## config.mk

```make
export PLATFORM = sky130hd
export DESIGN_NAME = mux_r1
export DESIGN_NICKNAME = d
export VERILOG_FILES = /design/src/rtl/mux_r1.sv
export SDC_FILE = /design/constraint.sdc
export NUM_CORES = 1
export LEC_CHECK = 0
export CAP_MARGIN = 20
export CORE_MARGIN = 5
export CORE_UTILIZATION = 36
export CTS_BUF_LIST = sky130_fd_sc_hd__clkbuf_8
export DETAILED_ROUTE_END_ITERATION = 8
export GPL_ROUTABILITY_DRIVEN = 1
export HOLD_SLACK_MARGIN = 0.06
export PLACE_DENSITY = 0.88
export SLEW_MARGIN = 15
export SYNTH_ARGS = -nofsm -noshare
export SYNTH_HDL_FRONTEND = slang
export SYNTH_SLANG_ARGS = --single-unit
export TNS_END_PERCENT = 50
```

## constraint.sdc

```tcl
create_clock -name clk -period 2.95 [get_ports clk]
set_input_delay 0.885 -clock clk [delete_from_list [all_inputs] [get_ports clk]]
set_output_delay 0.885 -clock clk [all_outputs]
set_load 0.03 [all_outputs]
```

## src/rtl/mux_r1.sv

```systemverilog
// mux_r1: registered, handshaked N:1 channel selector.
// Picks one of DEPTH packed channels, either by an explicit index or by
// round-robin over the valid channels. The winner goes into a single
// valid/ready output register.
module mux_r1 #(
    parameter int BIT_WIDTH = 4,
    parameter int DEPTH     = 4,
    parameter int SEL_WIDTH = (DEPTH > 1) ? $clog2(DEPTH) : 1
) (
    input  logic                       clk,
    input  logic                       rst,
    input  logic                       en_n,
    input  logic                       mode,
    input  logic [BIT_WIDTH*DEPTH-1:0] dataIn,
    input  logic [DEPTH-1:0]           validIn,
    output logic [DEPTH-1:0]           readyIn,
    input  logic [SEL_WIDTH-1:0]       sel,
    output logic [BIT_WIDTH-1:0]       dataOut,
    output logic                       validOut,
    input  logic                       readyOut,
    output logic [SEL_WIDTH-1:0]       selOut
);

    logic [SEL_WIDTH-1:0] ptr;
    logic [SEL_WIDTH-1:0] choice;
    logic                 choice_valid;
    logic [BIT_WIDTH-1:0] choice_data;
    logic [SEL_WIDTH-1:0] next_ptr;
    logic                 load;

    logic [SEL_WIDTH-1:0] hi_idx;
    logic                 hi_found;
    logic [SEL_WIDTH-1:0] lo_idx;
    logic                 lo_found;

    // The output register can take a new word when enabled and it is empty or being drained.
    assign load = !en_n && (!validOut || readyOut);

    // Round-robin search: lowest valid index at or above ptr, else lowest valid index overall.
    always_comb begin
        hi_idx   = '0;
        hi_found = 1'b0;
        lo_idx   = '0;
        lo_found = 1'b0;
        for (int i = DEPTH - 1; i >= 0; i--) begin
            if (validIn[i]) begin
                lo_idx   = SEL_WIDTH'(i);
                lo_found = 1'b1;
                if (SEL_WIDTH'(i) >= ptr) begin
                    hi_idx   = SEL_WIDTH'(i);
                    hi_found = 1'b1;
                end
            end
        end
    end

    // Channel choice: explicit index in mode 0 (out-of-range index is never valid), arbiter in mode 1.
    always_comb begin
        choice       = '0;
        choice_valid = 1'b0;
        if (!mode) begin
            choice = sel;
            if (int'(sel) < DEPTH) begin
                choice_valid = validIn[sel];
            end
        end else begin
            choice       = hi_found ? hi_idx : lo_idx;
            choice_valid = lo_found;
        end
    end

    // Data mux and one-hot accept; the loop keeps an out-of-range choice from ever reading past the bus.
    always_comb begin
        choice_data = '0;
        readyIn     = '0;
        for (int i = 0; i < DEPTH; i++) begin
            if (choice == SEL_WIDTH'(i)) begin
                choice_data = dataIn[BIT_WIDTH*i +: BIT_WIDTH];
                readyIn[i]  = load && choice_valid;
            end
        end
    end

    // Pointer moves to just past the granted channel, wrapping at DEPTH (which need not be a power of 2).
    always_comb begin
        next_ptr = '0;
        if (int'(choice) != DEPTH - 1) begin
            next_ptr = choice + SEL_WIDTH'(1);
        end
    end

    // Output stage and arbitration pointer; a load with no valid choice only empties the stage.
    always_ff @(posedge clk or negedge rst) begin
        if (!rst) begin
            dataOut  <= '0;
            validOut <= 1'b0;
            selOut   <= '0;
            ptr      <= '0;
        end else if (load) begin
            if (choice_valid) begin
                dataOut  <= choice_data;
                selOut   <= choice;
                validOut <= 1'b1;
                if (mode) begin
                    ptr <= next_ptr;
                end
            end else begin
                validOut <= 1'b0;
            end
        end
    end

endmodule

```

==> Yosys cells after proc, flatten, opt, wreduce, memory -nomap -nowiden <==
Index checks and enable logic that the tools add are counted.
{ "word_totals": {"regBits": 9, "in_bits": 27, "output_inout_bits": 11, "word_cells": 61} }
{ "classes": {"add_sub_neg": 1, "order_cmp": 5, "eq_ne": 4, "mux": 39, "n_reduce_logical": 8} }
{ "ops": {"columns": ["cell", "n"], "rows": [
  ["two-way mux 2 bit", 15],
  ["two-way mux 1 bit", 19],
  ["two-way mux 4 bit", 4],
  ["equality test 2 bit, second input constant", 2],
  [">= comparator 1 x 2 -> 1 bit, first input constant", 2],
  [">= comparator 2 bit, first input constant", 2],
  ["less-than comparator 2 x 3 -> 1 bit, second input constant", 1],
  ["AND reduction 3 bit", 1],
  ["adder 2 x 1 -> 2 bit, second input constant", 1],
  ["binary-select mux 1 bit (select 2 bit)", 1],
  ["equality test 2 x 1 -> 1 bit, second input constant", 1],
  ["logical AND 1 bit", 2],
  ["logical NOT 1 bit", 2],
  ["logical NOT 2 bit", 1],
  ["inequality test 2 x 1 -> 1 bit, second input constant", 1],
  ["AND reduction 2 bit", 1],
  ["logical OR 1 bit", 1]
]} }

==> Depth between registers and ports, before layout <==
Gate-level depths: netlist of run 1.
{ "depth": {"depth_word": 16, "depth_mapped": 9} }

==> Worst setup path after synthesis of run 1 <==
OpenSTA, ideal clock, no wires.
{ "synth_path": {"path_kind": "input -> output", "from": "in validIn[1]", "to": "out readyIn[3]", "arrival_ps": 2483, "slack_ps": -418, "stages": 7, "n_path_buf": 1, "path_cell_list": "inv_1 > o211a_1 > o32ai_1 > ha_1 > buf_1 > inv_1 > nor2_1"} }
{ "synth_via": {"elab_chain_len": 7, "word_cells_on_any_way": 18, "cone_classes": "1 x eq/ne; 16 x mux; 1 x reduce/logical"} }
{ "synth_rtl": {"columns": ["element", "line_no", "source"], "rows": [
  ["start: declaration", "15", "input logic [DEPTH-1:0] validIn,"],
  ["two-way mux 2 bit / two-way mux 1 bit (equally long branches)", "46", "if (validIn[i]) begin"],
  ["two-way mux 2 bit / two-way mux 1 bit (equally long branches)", "49", "if (SEL_WIDTH'(i) >= ptr) begin"],
  ["two-way mux 2 bit / two-way mux 1 bit (equally long branches)", "46", null],
  ["two-way mux 2 bit (*)", "67", "choice = hi_found ? hi_idx : lo_idx;"],
  ["two-way mux 2 bit (*)", "61", "if (!mode) begin"],
  ["net choice[0]", "25", "logic [SEL_WIDTH-1:0] choice;"],
  ["equality test 2 bit (*)", "77", "if (choice == SEL_WIDTH'(i)) begin"],
  ["two-way mux 1 bit (*)", "77", null],
  ["end: declaration", "16", "output logic [DEPTH-1:0] readyIn,"]
]} }
The timed path passes the listed nets; every way through them passes the cells marked *. The select of a mux whose other input is x is not followed.

==> Final worst setup path of run 1 <==
{ "layout_path": {"from": "in validIn[0]", "to": "out readyIn[2]"} }
{ "layout_via": {"elab_chain_len": 5, "word_cells_on_any_way": 12, "cone_classes": "1 x eq/ne; 10 x mux; 1 x reduce/logical"} }
{ "layout_rtl": {"columns": ["element", "line_no"], "rows": [
  ["two-way mux 2 bit / two-way mux 1 bit (equally long branches)", "46"],
  ["two-way mux 2 bit (*)", "67"],
  ["two-way mux 2 bit (*)", "61"],
  ["net choice[0]", "25"],
  ["equality test 2 bit (*)", "77"],
  ["two-way mux 1 bit (*)", "77"]
]} }
Marks and branches as above.

==> results.sh, run 1 <==
export IMPL_grt_antenna_before_repair=0
export IMPL_synth_fp_nets=114
export IMPL_timing_setup_critical_path_class="in -> out"
export IMPL_hold_depth=1
export IMPL_skew_ns=0.00132
export IMPL_fin_crit_ns=3.11
export IMPL_die_h_um=54.9
export IMPL_crit_fanout=4
export IMPL_violations="setup timing"
export IMPL_setup_tns_ns=-0.621
export IMPL_vias_per_cell=5.35
export IMPL_drive_above_1_share=0.513
export IMPL_post_route_period_util=1.05
export IMPL_synth_top_family_by_area="compound AO/OA/AOI/OAI gates"
export IMPL_postLayoutCellArea_sq_um=1630
export IMPL_clock_latency_ns=0.24
export IMPL_vias=990
export IMPL_worstSetupEndpointType="output pin"
export IMPL_ys_flop_type="dfrtp_1"
export IMPL_path_delay_family="buffers and inverters"
export IMPL_synth_simple_area_share=0.165
export IMPL_ir_drop_mv=0.575
export IMPL_synthAdderAreaFrac=0.0688
export IMPL_nNetsFinal=190
export IMPL_clock_sinks=9
export IMPL_arrival_ns=2.22
export IMPL_track_usage=0.228
export IMPL_netlist_top_cells_count="inv_1, nand2_1, dfrtp_1, nor2_1, o21ai_0"
export IMPL_dp_slack_ns=-0.677
export IMPL_wire_per_inst_um=19.8
export IMPL_drc=0
export IMPL_syn_avg_cell_area_sq_um=8.76
export IMPL_dr_pass1_iters=6
export IMPL_rr_worst_depth=11
export IMPL_synth_compound_area_frac=0.232
export IMPL_cts_max_path_buffers=2
export IMPL_path_common_cell="buf_6"
export IMPL_hold_path_class="reg -> reg"
export IMPL_maxCapViolations=0
export IMPL_fin_cells=185
export IMPL_critPathLaunchType="input port"
export IMPL_io_pin_count=38
export IMPL_critPathMaxStageDelay_ns=0.39
export IMPL_yosysTopAreaCellShare=0.310
export IMPL_ys_seq_area_frac=0.310
export IMPL_yosysMostFrequentCell="inv_1"
export IMPL_holdWs_ns=0.508
export IMPL_area_growth_pct=125
export IMPL_wirelength_um=3660
export IMPL_crit_required_ns=2.07
export IMPL_n_antenna_cell=0
export IMPL_h_tree_depth=1
export IMPL_synth_area_top_cells="dfrtp_1, mux2_4, ha_1, inv_1, nand2_1"
export IMPL_grt_pass1_vias=1026
export IMPL_synth_xor_area_frac=0
export IMPL_start_util=0.374
export IMPL_synthMuxAreaShare=0.141
export IMPL_ys_ff_latch=9
export IMPL_cts_tree="built"
export IMPL_crit_cells=10
export IMPL_path_clk_slew_ns=0.04
export IMPL_syn_cell_area_sq_um=727
export IMPL_power_total_mw=0.994
export IMPL_grt_pass1_wl_um=4790
export IMPL_tightest_slew_ns=0.437
export IMPL_synth_cell_types=27
export IMPL_place_inst=161
export IMPL_core_region_area_sq_um=1940
export IMPL_syn_inst=83
export IMPL_status="finished with violations"
export IMPL_max_slew_margin=0.708
export IMPL_die_area_sq_um=3020
export IMPL_crit_buf_inv=5
export IMPL_p_per_area_nw_per_um2=609
export IMPL_synth_edf_count=0
export IMPL_worstPathCellList="buf_6 > buf_6 > nand2b_4 > o21ai_4 > o32ai_4 > inv_2 > ha_4 > inv_4 > nor2_4 > buf_6"
export IMPL_placed_area_sq_um=1260
export IMPL_grt_max_degree=10
export IMPL_rsz0062_at_grt="true"
export IMPL_yosys_warnings=0
export IMPL_crit_slowest_cell="o32ai_4"
export IMPL_ant_nets=0
export IMPL_grt_overflow_total=0
export IMPL_die_w_um=54.9
export IMPL_async_reset_ff_frac=1.00
export IMPL_setup_slack_ns=-0.156
export IMPL_place_gp_congestion=0.801
export IMPL_fmax_ghz=0.322
export IMPL_cts_root_buffer="clkbuf_8"
export IMPL_drtIter0Drc=39
export IMPL_numCtsBuffers=3
export IMPL_rows=16
export IMPL_power_leakage_nw=0.726
export IMPL_postCtsHoldBufs=0
export IMPL_utilization=0.841
export IMPL_finalSetupViolCount=6
export IMPL_yosysTopAreaCell="dfrtp_1"
export IMPL_slew_viol_final=0
export IMPL_hold_violations=0
export IMPL_dp_hpwl_um=1890
export IMPL_io_buffers=37
final timing paths:
kind                            start          to  slack (ns)
max reg2reg                    ptr[1]  dataOut[0]        0.11
min                        dataOut[1]  dataOut[1]        0.51
min in group asynchronous         rst  dataOut[2]        0.96
max                        validIn[0]  readyIn[2]       -0.16
min reg2reg                dataOut[1]  dataOut[1]        0.51
max in group asynchronous         rst   selOut[1]        1.69
report_power, final:
part	leakage [nW]	internal [mW]	switching [mW]
Combinational	0.592	0.318	0.314
Sequential	0.107	0.173	0.0466
Clock	0.0269	0.0909	0.0526
kinds of logic (layout without fill, tap and decap cells):
kind of cell | Yosys count | in the layout
AO/OA/AOI/OAI | 22 | 22
adder cells (fa/ha/maj) | 4 | 4
buffers and inverters | 14 | 89
flip-flops | 9 | 9
multiplexers | 8 | 8
AND/OR/NAND/NOR | 26 | 26
per-layer routing:
| layer | up-vias | track usage | wire [um] | part of all wire |
|---|---|---|---|---|
| met2 | 32 | 0.415 | 2020 | 0.55 |
| met1 | 506 | 0.260 | 1410 | 0.38 |
| li1 | 440 | - | - | - |
| met4 | 0 | 0.0567 | 100 | 0.027 |
| met3 | 12 | 0.0643 | 141 | 0.038 |
| met5 | - | 0 | 0 | 0 |
flip-flops by register name (all words and copies together) (netlist names):
signal    count
selOut        2
ptr           2
validOut      1
dataOut       4
layout by cell type (no fill, tap or decap), types with 2 or more instances in the layout:
| cell type | n |
|---|---|
| buf_4 | 33 |
| mux2_1 | 2 |
| nor2_1 | 4 |
| ha_4 | 4 |
| nor2_4 | 4 |
| buf_2 | 3 |
| mux2_4 | 4 |
| inv_1 | 4 |
| dfrtp_1 | 9 |
| o21ai_0 | 3 |
| inv_2 | 5 |
| buf_6 | 8 |
| mux2i_1 | 2 |
| clkdlybuf4s50_1 | 25 |
| nand2_1 | 10 |
| o31ai_1 | 3 |
| a221oi_1 | 3 |
| a221oi_4 | 2 |
| inv_4 | 4 |
| dlygate4sd2_1 | 3 |
| nor2b_1 | 2 |
| clkbuf_8 | 3 |
cell type report:
type	instances	area, sq um
Timing Repair Buffer	73	649
Multi-Input combinational cell	60	626
Fill cell	105	308
Sequential cell	9	225
Inverter	12	55.1
Clock buffer	3	41.3
Tap cell	27	33.8
Clock inverter	1	3.75
what timing repair did:
| item | 4_1_cts | 5_1_grt |
|---|---|---|
| pin swaps | 16 | 7 |
| buffers inserted | 16 | 4 |
| setup endpoints to repair | 8 | 7 |
| gates resized for setup | 63 | 10 |
Note: power is estimated with default switching activity, not from simulation.
==> inputs of run 2 (changes only) <==
==> constraint.sdc (replaced) <==
create_clock -name clk -period 2.95 [get_ports clk]
set_input_delay 0.885 -clock clk [delete_from_list [all_inputs] [get_ports clk]]
set_output_delay 0.885 -clock clk [all_outputs]
set_load 0.01 [all_outputs]
==> run 2 against run 1 <==
Against the previous run: the run still ends with setup timing left; sequential power decreased by 3%; global-route usage decreased by 2.8 points; flip-flop and latch count stayed put; non-clock buffer count down 6; critical path depth shrank 1; largest cell class unchanged.
==> results.sh, run 2 (synthesis gave the netlist of run 1 again) <==
export IMPL_rsz0062_at_grt="true"
export IMPL_power_leakage_nw=0.691
export IMPL_io_buffers=37
export IMPL_post_route_period_util=1.02
export IMPL_setup_tns_ns=-0.0807
export IMPL_drc=0
export IMPL_clock_sinks=9
export IMPL_drtIter0Drc=6
export IMPL_grt_antenna_before_repair=0
export IMPL_place_gp_congestion=0.788
export IMPL_wl_met1_um=1010
export IMPL_largest_register_ffs=4
export IMPL_crit_fanout=4
export IMPL_critPathMaxStageDelay_ns=0.31
export IMPL_crit_buf_inv=5
export IMPL_cts_tree="built"
export IMPL_grt_overflow_total=0
export IMPL_top_register="dataOut"
export IMPL_utilization=0.759
export IMPL_timing_setup_critical_path_class="in -> out"
export IMPL_ir_drop_mv=0.386
export IMPL_fmax_ghz=0.333
export IMPL_top_layer="met4"
export IMPL_cts_root_buffer="clkbuf_8"
export IMPL_wl_met2_um=1680
export IMPL_critPathLaunchType="input port"
export IMPL_multi_input_comb_area_sq_um=541
export IMPL_wirelength_um=2960
export IMPL_path_delay_family="buffers and inverters"
export IMPL_layout_commonest_cell="buf_4"
export IMPL_clock_latency_ns=0.23
export IMPL_wire_per_inst_um=16.5
export IMPL_area_growth_pct=103
export IMPL_grt_max_degree=10
export IMPL_ant_nets=0
export IMPL_worstSetupEndpointType="output pin"
export IMPL_crit_slowest_cell="a221oi_4"
export IMPL_grt_pass1_vias=962
export IMPL_placed_area_sq_um=1250
export IMPL_dp_hpwl_um=1830
export IMPL_rows=16
export IMPL_skew_ns=0.000467
export IMPL_arrival_ns=2.12
export IMPL_n_antenna_cell=0
export IMPL_crit_required_ns=2.07
export IMPL_p_per_area_nw_per_um2=584
export IMPL_path_clk_slew_ns=0.05
export IMPL_die_h_um=54.9
export IMPL_hold_path_class="reg -> reg"
export IMPL_nNetsFinal=184
export IMPL_final_cell_mix="buf_4, clkdlybuf4s50_1, nand2_1, dfrtp_1"
export IMPL_die_area_sq_um=3020
export IMPL_status="finished with violations"
export IMPL_slew_viol_final=0
export IMPL_io_pin_count=38
export IMPL_fill_cells=127
export IMPL_numCtsBuffers=3
export IMPL_violations="setup timing"
export IMPL_vias_per_cell=4.97
export IMPL_finalSetupViolCount=4
export IMPL_setup_slack_ns=-0.0545
export IMPL_path_common_cell="inv_2"
export IMPL_core_region_area_sq_um=1940
export IMPL_maxCapViolations=0
export IMPL_drive_above_1_share=0.454
export IMPL_die_w_um=54.9
export IMPL_h_tree_depth=1
export IMPL_place_inst=161
export IMPL_worstPathCellList="buf_8 > buf_6 > a221oi_4 > o32ai_4 > inv_2 > ha_4 > inv_2 > nor2_2 > buf_2"
export IMPL_start_util=0.374
export IMPL_fin_crit_ns=3.00
export IMPL_tightest_slew_ns=0.488
export IMPL_fin_cells=179
export IMPL_wl_met3_um=237
export IMPL_cts_max_path_buffers=2
export IMPL_track_usage=0.200
export IMPL_hold_violations=0
export IMPL_postLayoutCellArea_sq_um=1470
export IMPL_top_regs="dataOut x4, ptr x2, selOut x2"
export IMPL_dr_pass1_iters=4
export IMPL_max_slew_margin=0.670
export IMPL_seq_area_sq_um=225
export IMPL_vias=890
export IMPL_grt_pass1_wl_um=4180
## run 2: changes by cell type in the layout (fill, tap and decap cells not counted), moves of 2 or more
cell | previous run | this run
ha_4 | 4 | 2
nor2_4 | 4 | 1
buf_2 | 3 | 6
buf_6 | 8 | 4
buf_4 | 33 | 28
ha_2 | 0 | 2
inv_4 | 4 | 1
nor2_1 | 4 | 6
o21ai_1 | 0 | 2
## run 2: routing by layer
layer  track usage  vias to the layer above
met5             0                        -
met4         0.134                        0
met3        0.0375                        6
met2         0.409                       32
met1         0.168                      418
li1              -                      434
## run 2: report_power, final
part / leakage [nW] / internal (mW) / switching [mW]
clock network: 0.0255 / 0.0924 / 0.0525
registers: 0.107 / 0.173 / 0.0406
logic: 0.558 / 0.288 / 0.214
## run 2: per-stage QoR
stage | hold WS [ns] | worst slack, ns | power [mW]
3_5_place_dp | 0.491 | -1.01 | 0.611
5_1_grt | 0.511 | -0.112 | 0.911
2_1_floorplan | 0.519 | 0.0127 | 0.404
3_3_place_gp | 0.475 | -0.950 | 0.592
4_1_cts | 0.501 | -0.0228 | 0.821
6_report | 0.498 | -0.0545 | 0.860
## run 2: final timing paths
| path | slack [ns] | endpoint | from | cells after the start |
|---|---|---|---|---|
| max | -0.05 | readyIn[2] | validIn[1] | 9 |
| min | 0.50 | dataOut[2] | dataOut[2] | 1 |
| max reg2reg | 0.21 | dataOut[0] | ptr[1] | 11 |
| min reg2reg | 0.50 | dataOut[2] | dataOut[2] | 1 |
| max in group asynchronous | 1.73 | dataOut[0] | rst | 1 |
| min in group asynchronous | 0.94 | dataOut[2] | rst | 1 |
## run 2: worst reg2reg max path: stages (launching register included)
cell	delay [ns]
dfrtp_1	0.47
nand2_1	0.21
o211a_4	0.20
o32ai_4	0.35
inv_2	0.12
ha_4	0.18
buf_4	0.12
buf_4	0.12
nor2b_1	0.15
a221oi_1	0.28
o31ai_1	0.15
mux2_4	0.29
## run 2: what timing repair did
item / in CTS / in global routing
pin swaps: 16 / 7
gates resized for setup: 66 / 9
buffers inserted: 11 / 3
hold buffers: 0 / 0
setup endpoints to repair: 8 / 5
hold endpoints to repair: 0 / 0
## run 2: area by class of cell
| type | count | share of cell area |
|---|---|---|
| clock buffer | 3 | 0.0280 |
| clock inverter | 1 | 0.00340 |
| inverter | 12 | 0.0323 |
| multi-input combinational | 60 | 0.367 |
| sequential | 9 | 0.153 |
| tap | 27 | 0.0229 |
| timing repair buffer | 67 | 0.394 |
